[src/rtl/mem_buff_pkg.sv]
// mem_buff_pkg: shared definitions for the dual-port addressable buffer.
//   - DEF_WIDTH / DEF_DEPTH / DEF_ADDR_W : default geometry
//   - cnt_w(depth)                       : width of an occupancy counter for 0..depth
//   - acc_err_t                          : per-cycle access error flags {range, empty_rd}
package mem_buff_pkg;

    localparam int DEF_WIDTH  = 8;
    localparam int DEF_DEPTH  = 8;
    localparam int DEF_ADDR_W = 4;

    function automatic int cnt_w(input int depth);
        return $clog2(depth + 1);
    endfunction

    typedef struct packed {
        logic range;
        logic empty_rd;
    } acc_err_t;

endpackage

[src/rtl/mem_buff_if.sv]
// mem_buff_if: producer/consumer bus of the dual-port buffer.
//   master : drives wr_en/wr_addr/wr_data and rd_en/rd_addr, observes status
//   slave  : the buffer; drives rd_data, rd_valid, full_flag, empty_flag,
//            count, err_range, err_empty_rd
interface mem_buff_if
    import mem_buff_pkg::*;
#(
    parameter int WIDTH  = DEF_WIDTH,
    parameter int DEPTH  = DEF_DEPTH,
    parameter int ADDR_W = DEF_ADDR_W
) ();

    logic                      wr_en;
    logic [ADDR_W-1:0]         wr_addr;
    logic [WIDTH-1:0]          wr_data;
    logic                      rd_en;
    logic [ADDR_W-1:0]         rd_addr;
    logic [WIDTH-1:0]          rd_data;
    logic                      rd_valid;
    logic                      full_flag;
    logic                      empty_flag;
    logic [cnt_w(DEPTH)-1:0]   count;
    logic                      err_range;
    logic                      err_empty_rd;

    modport master (
        output wr_en, wr_addr, wr_data, rd_en, rd_addr,
        input  rd_data, rd_valid, full_flag, empty_flag, count,
               err_range, err_empty_rd
    );

    modport slave (
        input  wr_en, wr_addr, wr_data, rd_en, rd_addr,
        output rd_data, rd_valid, full_flag, empty_flag, count,
               err_range, err_empty_rd
    );

endinterface

[src/rtl/mem_buff_occ.sv]
// mem_buff_occ: valid-bit vector with registered occupancy count and
// full/empty flags for the dual-port buffer.
// Ports:
//   clk, rest           clock, synchronous active-high reset
//   set_i, set_idx_i    mark entry set_idx_i valid at this edge
//   clr_i, clr_idx_i    mark entry clr_idx_i invalid at this edge
//   valid_o             current valid bits
//   count_o             number of valid entries
//   full_o, empty_o     count_o == DEPTH / count_o == 0
// A set and a clear of the same index in one cycle leave the bit set.
module mem_buff_occ
    import mem_buff_pkg::*;
#(
    parameter int DEPTH = DEF_DEPTH,
    parameter int IDX_W = $clog2(DEF_DEPTH)
) (
    input  logic                      clk,
    input  logic                      rest,
    input  logic                      set_i,
    input  logic [IDX_W-1:0]          set_idx_i,
    input  logic                      clr_i,
    input  logic [IDX_W-1:0]          clr_idx_i,
    output logic [DEPTH-1:0]          valid_o,
    output logic [cnt_w(DEPTH)-1:0]   count_o,
    output logic                      full_o,
    output logic                      empty_o
);

    localparam int CW = cnt_w(DEPTH);

    logic [DEPTH-1:0] valid_q, valid_d;
    logic [CW-1:0]    count_q, count_d;
    logic             full_q, empty_q;
    logic             inc, dec;

    always_comb begin
        valid_d = valid_q;
        // Only real bit transitions move the count; a same-index set+clear nets to nothing.
        inc = set_i && !valid_q[set_idx_i];
        dec = clr_i && valid_q[clr_idx_i] && !(set_i && (set_idx_i == clr_idx_i));
        if (clr_i) valid_d[clr_idx_i] = 1'b0;
        if (set_i) valid_d[set_idx_i] = 1'b1;

        count_d = count_q;
        if (inc && !dec && (count_q != CW'(DEPTH)))
            count_d = count_q + CW'(1);
        else if (dec && !inc && (count_q != '0))
            count_d = count_q - CW'(1);
    end

    always_ff @(posedge clk) begin
        if (rest) begin
            valid_q <= '0;
            count_q <= '0;
            full_q  <= 1'b0;
            empty_q <= 1'b1;
        end else begin
            valid_q <= valid_d;
            count_q <= count_d;
            full_q  <= (count_d == CW'(DEPTH));
            empty_q <= (count_d == '0);
        end
    end

    assign valid_o = valid_q;
    assign count_o = count_q;
    assign full_o  = full_q;
    assign empty_o = empty_q;

endmodule

[src/rtl/mem_buff_dp.sv]
// mem_buff_dp: DEPTH x WIDTH addressable buffer with independent write and
// read ports, per-entry valid bits, registered read data (1-cycle latency),
// occupancy count, full/empty flags and illegal-access error pulses.
// Ports:
//   clk    rising-edge clock
//   rest   synchronous reset, active-high (valid bits and outputs only;
//          the data array is not cleared)
//   bus    mem_buff_if.slave: wr_en/wr_addr/wr_data, rd_en/rd_addr in;
//          rd_data, rd_valid, full_flag, empty_flag, count, err_range,
//          err_empty_rd out
// Reads of invalid entries return 0 and pulse err_empty_rd; accesses with
// address >= DEPTH are dropped and pulse err_range. A same-address write
// and read in one cycle returns the old contents.
// Configuration macro MEM_BUFF_CLR_ON_READ_EN: when defined, a successful
// read of a valid entry consumes it (clears its valid bit); a same-cycle
// write to that entry wins and keeps it valid.
module mem_buff_dp
    import mem_buff_pkg::*;
#(
    parameter int WIDTH  = DEF_WIDTH,
    parameter int DEPTH  = DEF_DEPTH,
    parameter int ADDR_W = DEF_ADDR_W
) (
    input  logic        clk,
    input  logic        rest,
    mem_buff_if.slave   bus
);

    localparam int IDX_W = $clog2(DEPTH);
    localparam int CW    = cnt_w(DEPTH);

    logic [WIDTH-1:0] mem [DEPTH];

    logic [IDX_W-1:0] wr_idx, rd_idx;
    logic             wr_in, rd_in;
    logic             wr_ok, rd_ok;
    logic             rd_hit;
    logic             clr;

    logic [WIDTH-1:0] rd_data_q, rd_data_d;
    logic             rd_valid_q, rd_valid_d;
    acc_err_t         err_q, err_d;

    logic [DEPTH-1:0] valid;
    logic [CW-1:0]    count;
    logic             full, empty;

    // Range check done at 32 bits so DEPTH == 2**ADDR_W does not truncate.
    assign wr_in  = (32'(bus.wr_addr) < 32'(DEPTH));
    assign rd_in  = (32'(bus.rd_addr) < 32'(DEPTH));
    assign wr_idx = bus.wr_addr[IDX_W-1:0];
    assign rd_idx = bus.rd_addr[IDX_W-1:0];
    assign wr_ok  = bus.wr_en && wr_in;
    assign rd_ok  = bus.rd_en && rd_in;
    assign rd_hit = valid[rd_idx];

`ifdef MEM_BUFF_CLR_ON_READ_EN
    assign clr = rd_ok && rd_hit;
`else
    assign clr = 1'b0;
`endif

    always_comb begin
        rd_data_d    = rd_data_q;
        rd_valid_d   = rd_ok;
        err_d        = '0;
        err_d.range  = (bus.wr_en && !wr_in) || (bus.rd_en && !rd_in);
        if (rd_ok) begin
            // mem is read before this edge's write lands: read-before-write.
            rd_data_d      = rd_hit ? mem[rd_idx] : '0;
            err_d.empty_rd = !rd_hit;
        end
    end

    always_ff @(posedge clk) begin
        if (rest) begin
            rd_data_q  <= '0;
            rd_valid_q <= 1'b0;
            err_q      <= '0;
        end else begin
            rd_data_q  <= rd_data_d;
            rd_valid_q <= rd_valid_d;
            err_q      <= err_d;
        end
    end

    // Data array has no reset; stale contents are masked by the valid bits.
    always_ff @(posedge clk) begin
        if (!rest && wr_ok)
            mem[wr_idx] <= bus.wr_data;
    end

    mem_buff_occ #(
        .DEPTH (DEPTH),
        .IDX_W (IDX_W)
    ) u_occ (
        .clk       (clk),
        .rest      (rest),
        .set_i     (wr_ok),
        .set_idx_i (wr_idx),
        .clr_i     (clr),
        .clr_idx_i (rd_idx),
        .valid_o   (valid),
        .count_o   (count),
        .full_o    (full),
        .empty_o   (empty)
    );

    assign bus.rd_data      = rd_data_q;
    assign bus.rd_valid     = rd_valid_q;
    assign bus.err_range    = err_q.range;
    assign bus.err_empty_rd = err_q.empty_rd;
    assign bus.count        = count;
    assign bus.full_flag    = full;
    assign bus.empty_flag   = empty;

endmodule

[src/flat_wrapper.sv]
// flat-port wrapper written by rule: the top's interface ports become plain ports
module mem_buff_dp_flat import mem_buff_pkg::*;
#(
    parameter int WIDTH  = DEF_WIDTH,
    parameter int DEPTH  = DEF_DEPTH,
    parameter int ADDR_W = DEF_ADDR_W
)
  (clk, rest, bus_wr_en, bus_wr_addr, bus_wr_data, bus_rd_en, bus_rd_addr, bus_rd_data, bus_rd_valid, bus_full_flag, bus_empty_flag, bus_count, bus_err_range, bus_err_empty_rd);
  mem_buff_if #(.WIDTH(WIDTH), .DEPTH(DEPTH), .ADDR_W(ADDR_W)) bus_i ();
  input  logic clk;
  input  logic rest;
  input wire logic [$bits(bus_i.wr_en)-1:0] bus_wr_en;
  input wire logic [$bits(bus_i.wr_addr)-1:0] bus_wr_addr;
  input wire logic [$bits(bus_i.wr_data)-1:0] bus_wr_data;
  input wire logic [$bits(bus_i.rd_en)-1:0] bus_rd_en;
  input wire logic [$bits(bus_i.rd_addr)-1:0] bus_rd_addr;
  output wire logic [$bits(bus_i.rd_data)-1:0] bus_rd_data;
  output wire logic [$bits(bus_i.rd_valid)-1:0] bus_rd_valid;
  output wire logic [$bits(bus_i.full_flag)-1:0] bus_full_flag;
  output wire logic [$bits(bus_i.empty_flag)-1:0] bus_empty_flag;
  output wire logic [$bits(bus_i.count)-1:0] bus_count;
  output wire logic [$bits(bus_i.err_range)-1:0] bus_err_range;
  output wire logic [$bits(bus_i.err_empty_rd)-1:0] bus_err_empty_rd;
  assign bus_i.wr_en = bus_wr_en;
  assign bus_i.wr_addr = bus_wr_addr;
  assign bus_i.wr_data = bus_wr_data;
  assign bus_i.rd_en = bus_rd_en;
  assign bus_i.rd_addr = bus_rd_addr;
  assign bus_rd_data = bus_i.rd_data;
  assign bus_rd_valid = bus_i.rd_valid;
  assign bus_full_flag = bus_i.full_flag;
  assign bus_empty_flag = bus_i.empty_flag;
  assign bus_count = bus_i.count;
  assign bus_err_range = bus_i.err_range;
  assign bus_err_empty_rd = bus_i.err_empty_rd;
  mem_buff_dp #(.WIDTH(WIDTH), .DEPTH(DEPTH), .ADDR_W(ADDR_W)) u_core (.clk(clk), .rest(rest), .bus(bus_i));
endmodule
[config.mk]
export PLATFORM = sky130hd
export DESIGN_NAME = mem_buff_dp_flat
export DESIGN_NICKNAME = d
export VERILOG_FILES = /design/src/rtl/mem_buff_pkg.sv /design/src/rtl/mem_buff_if.sv /design/src/rtl/mem_buff_occ.sv /design/src/rtl/mem_buff_dp.sv /design/src/flat_wrapper.sv
export SDC_FILE = /design/constraint.sdc
export NUM_CORES = 1
export LEC_CHECK = 0
export CORE_MARGIN = 5
export CORE_UTILIZATION = 39
export CTS_CLUSTER_DIAMETER = 200
export CTS_CLUSTER_SIZE = 10
export DETAILED_ROUTE_END_ITERATION = 10
export GPL_ROUTABILITY_DRIVEN = 0
export PLACE_DENSITY = 0.58
export RECOVER_POWER = 25
export SYNTH_ARGS = -nofsm -noshare
export SYNTH_HDL_FRONTEND = slang
export SYNTH_SLANG_ARGS = --single-unit
[constraint.sdc]
create_clock -name clk -period 3.55 [get_ports clk]
set_input_delay 1.065 -clock clk [delete_from_list [all_inputs] [get_ports clk]]
set_output_delay 1.065 -clock clk [all_outputs]
set_load 0.005 [all_outputs]
==> key figures <==
Run status
  • Result of the run: finished, final reports clean

Setup path
  • Arrival time worst endpoint: 3.24 ns
  • Sort of element at the end of the critical path: flop
  • Required time at the endpoint of the critical path: 3.79 ns
  • Number of buffer and inverter instances along the worst setup path: 2
  • Critical Path Start Type: input pin
  • CP Max Fanout: 6
  • Max incr delay on CP: 0.62 ns
  • Kind of critical path: input pin to flop
  • Worst path top cell family by delay: buffers and inverters
  • Cell with the biggest individual delay on the critical path: sky130_fd_sc_hd__clkdlybuf4s50_1
  • Most frequent cell on the critical path: sky130_fd_sc_hd__mux2_4
  • Cells traversed along the worst timing path: clkdlybuf4s50_1, mux2_4, a222oi_1, buf_4, nand2_2, mux2_4, o31a_1

Floorplanning
  • Core Area: 8720 µm²
  • Count of standard-cell rows: 34
  • Die Ht: 105 µm
  • Number of primary I/O pins: 37
  • Die Footprint: 11000 µm²
  • Die width: 105 µm
  • Starting Density: 40.1%

Drt
  • DRC viols: 0
  • Antenna Nets Post-Route: 0
  • Starting DRT DRC Count: 96
  • Number of vias after detailed routing: 1948
  • Routed length per placed instance: 17.6 µm
  • Average vias per placed instance: 5.15
  • DRT Pass-1 Iters: 4
  • Wirelength, routed: 6.67 mm

Logic synthesis
  • Synth Cell Area: 3500 µm²
  • Number of warning messages in the yosys log: 0
  • FF+latch count, synth: 89
  • Cell count after synthesis: 214
  • Sequential cell area fraction in the yosys report: 69.3%
  • Count of cell types in the netlist: 33
  • Synth Net Count: 236
  • Average size of a mapped cell: 16.3 µm²

Timing
  • Worst clock skew on the final layout: 0.00929 ns
  • Slew HR: 55.3%
  • Share of the clock period used by the worst path after layout: 84.5%
  • Fmax achieved: 333 MHz
  • Setup repair after global routing missed its margin: false
  • Minimum clock period after layout: 3.00 ns
  • Post-Route Hold Slack: 0.477 ns
  • Actual transition at the worst max-transition pin: 0.668 ns
  • Slew Limit Fails: 0
  • TNS Setup: 0 ns
  • Final setup fails: 0
  • Total count of hold-check failures in the final report: 0

Hold path
  • Classification of the worst-slack hold path: flop to flop

Cells and area
  • Final standard cell area without fillers: 4300 µm²
  • Leading cell types in the layout, fill and taps excluded: sky130_fd_sc_hd__edfxtp_1, sky130_fd_sc_hd__clkdlybuf4s50_1, sky130_fd_sc_hd__dfxtp_1, sky130_fd_sc_hd__nor2_1, sky130_fd_sc_hd__mux4_2
  • Final standard cell count with taps included and fillers excluded: 378
  • Ant. Diodes: 0
  • Number of nets in the finished design: 287
  • Leading cell type in the layout, fill and taps excluded: sky130_fd_sc_hd__edfxtp_1
  • Syn-to-layout area delta: 22.9%
  • Fraction of layout instances using a drive strength above 1: 19.6%

Power
  • Net switching share of the total power: 19.7%
  • Combinational share of power: 6.3%
  • Clock network fraction of design power: 39.0%
  • Cell internal power dissipation: 1.66 mW
  • Power share of the sequential group: 54.7%
  • Net Sw Power: 408 µW
  • Peak ir drop on the vdd network: 208 µV
  • Static power due to leakage: 1.54 nW
  • Final Total Pwr: 2.07 mW
  • Power density cells: 482 nW/µm²

Global route
  • Maximum number of pins on one net before global-route repair: 19
  • GR Overflow Total: 0
  • First-pass GRT wire length: 11.0 mm
  • Vias in the first global route: 1968
  • Initial antenna violation count: 0
  • Overall routing resource usage: 13.0%

Clock network
  • Number of gates resized after cts: 0
  • CTS H-tree depth: 3
  • Total of hold buffers inserted after clock tree synthesis: 0
  • Number of buffers created by CTS: 9
  • TritonCTS clock tree: yes
  • Later-pin clock latency in the skew report: 0.35 ns
  • Post-CTS Setup Bufs: 0
  • Root buffer selected by CTS: sky130_fd_sc_hd__clkbuf_8
  • Clock net sink count: 89
  • Buffers from clock root to sink, at most: 2
  • CTS clk-pin slew, worst paths: 0.08 ns

Flow run
  • Max-capacitance violation count: 0

Placed design
  • Area of placed instances: 4060 µm²
  • Number of port buffers: 36
  • Count of placed standard cells including taps: 362
  • Placed wire-length estimate: 4.33 mm
power groups by stage:
stage               combinational [mW]  clock (mW)  sequential [mW]
global route                     0.145       0.885             1.13
floorplan                       0.0736           0             1.16
finish                           0.131       0.808             1.13
CTS                              0.136       0.832             1.13
detailed placement               0.136           0             1.16
global placement                 0.134           0             1.16
synthesized netlist by cell type:
| cell type | count | area, µm² |
|---|---|---|
| sky130_fd_sc_hd__a22oi_1 | 1 | 7.51 |
| sky130_fd_sc_hd__dfxtp_1 | 25 | 500 |
| sky130_fd_sc_hd__nor2_1 | 20 | 75.1 |
| sky130_fd_sc_hd__xnor2_1 | 1 | 8.76 |
| sky130_fd_sc_hd__nand2b_1 | 3 | 18.8 |
| sky130_fd_sc_hd__nor3_1 | 11 | 55.1 |
| sky130_fd_sc_hd__nand3b_1 | 1 | 7.51 |
| sky130_fd_sc_hd__mux4_2 | 18 | 405 |
| sky130_fd_sc_hd__o31a_1 | 1 | 8.76 |
| sky130_fd_sc_hd__buf_2 | 2 | 10.0 |
| sky130_fd_sc_hd__nand3_1 | 4 | 20.0 |
| sky130_fd_sc_hd__edfxtp_1 | 64 | 1920 |
| sky130_fd_sc_hd__and3_1 | 1 | 6.26 |
| sky130_fd_sc_hd__clkinv_1 | 1 | 3.75 |
| sky130_fd_sc_hd__a222oi_1 | 1 | 10.0 |
| sky130_fd_sc_hd__mux2_4 | 2 | 30.0 |
| sky130_fd_sc_hd__buf_6 | 1 | 11.3 |
| sky130_fd_sc_hd__a21oi_1 | 9 | 45.0 |
| sky130_fd_sc_hd__and2_1 | 2 | 12.5 |
| sky130_fd_sc_hd__a21o_1 | 8 | 60.1 |
| sky130_fd_sc_hd__nand2_1 | 4 | 15.0 |
| sky130_fd_sc_hd__xor2_1 | 1 | 8.76 |
| sky130_fd_sc_hd__mux2i_1 | 11 | 110 |
| sky130_fd_sc_hd__nor2b_1 | 3 | 18.8 |
| sky130_fd_sc_hd__o221a_2 | 1 | 11.3 |
| sky130_fd_sc_hd__o21ba_2 | 1 | 10.0 |
| sky130_fd_sc_hd__ha_1 | 2 | 25.0 |
| sky130_fd_sc_hd__inv_1 | 3 | 11.3 |
| sky130_fd_sc_hd__nor4_1 | 2 | 12.5 |
| sky130_fd_sc_hd__nand2_2 | 1 | 6.26 |
| sky130_fd_sc_hd__buf_1 | 1 | 3.75 |
| sky130_fd_sc_hd__clkbuf_1 | 6 | 22.5 |
| sky130_fd_sc_hd__mux2_2 | 2 | 22.5 |
final timing paths:
kind | startpoint | to | slack [ns] | cells past startpoint
hold reg to reg | u_core.u_occ.valid_o[5] | u_core.u_occ.valid_o[5] | 0.48 | 1
hold / removal | u_core.u_occ.valid_o[5] | u_core.u_occ.valid_o[5] | 0.48 | 1
setup / recovery | bus_wr_addr[0] | u_core.u_occ.empty_o | 0.55 | 7
setup reg to reg | u_core.u_occ.valid_o[6] | u_core.u_occ.empty_o | 1.62 | 6
final cells by class:
| type | count | area [µm²] |
|---|---|---|
| repair buffers | 50 | 478 |
| fillers | 742 | 4420 |
| clock inverters | 5 | 104 |
| well taps | 108 | 135 |
| flip-flops and latches | 89 | 2420 |
| clock buffers | 11 | 131 |
| multi-input cells | 111 | 1010 |
| inverters | 4 | 15.0 |
cell families after synthesis:
logic type	count (synthesis)	synth area share, %
flip-flops	89	69.3
AO/OA/AOI/OAI	22	4.37
AND/OR/NAND/NOR	52	7.09
buffers and inverters	14	1.79
multiplexers	33	16.2
adder cells (fa/ha/maj)	2	0.716
XOR/XNOR	2	0.501
layer usage:
metal	share of wire, %	up-vias	global-route usage, %
li1	-	923	-
met1	46	961	18.1
met2	47	53	19.2
met3	5.4	11	4.01
met4	1.7	0	5.21
met5	0	-	0
registers in the layout (all words and copies together) (netlist names), 4 cells and up:
signal                count
u_core.bus.rd_data        8
u_core.u_occ.valid_o      8
u_core.u_occ.count_o      4
u_core.mem               64
through the flow:
step,utilization [%],worst slack [ns]
detailed placement,46.6,0.203
floorplan,-,0.752
global route,49.3,0.479
CTS,49.3,0.571
global placement,46.6,0.294
finish,49.3,0.550
Power figures use the tool's default switching activity.
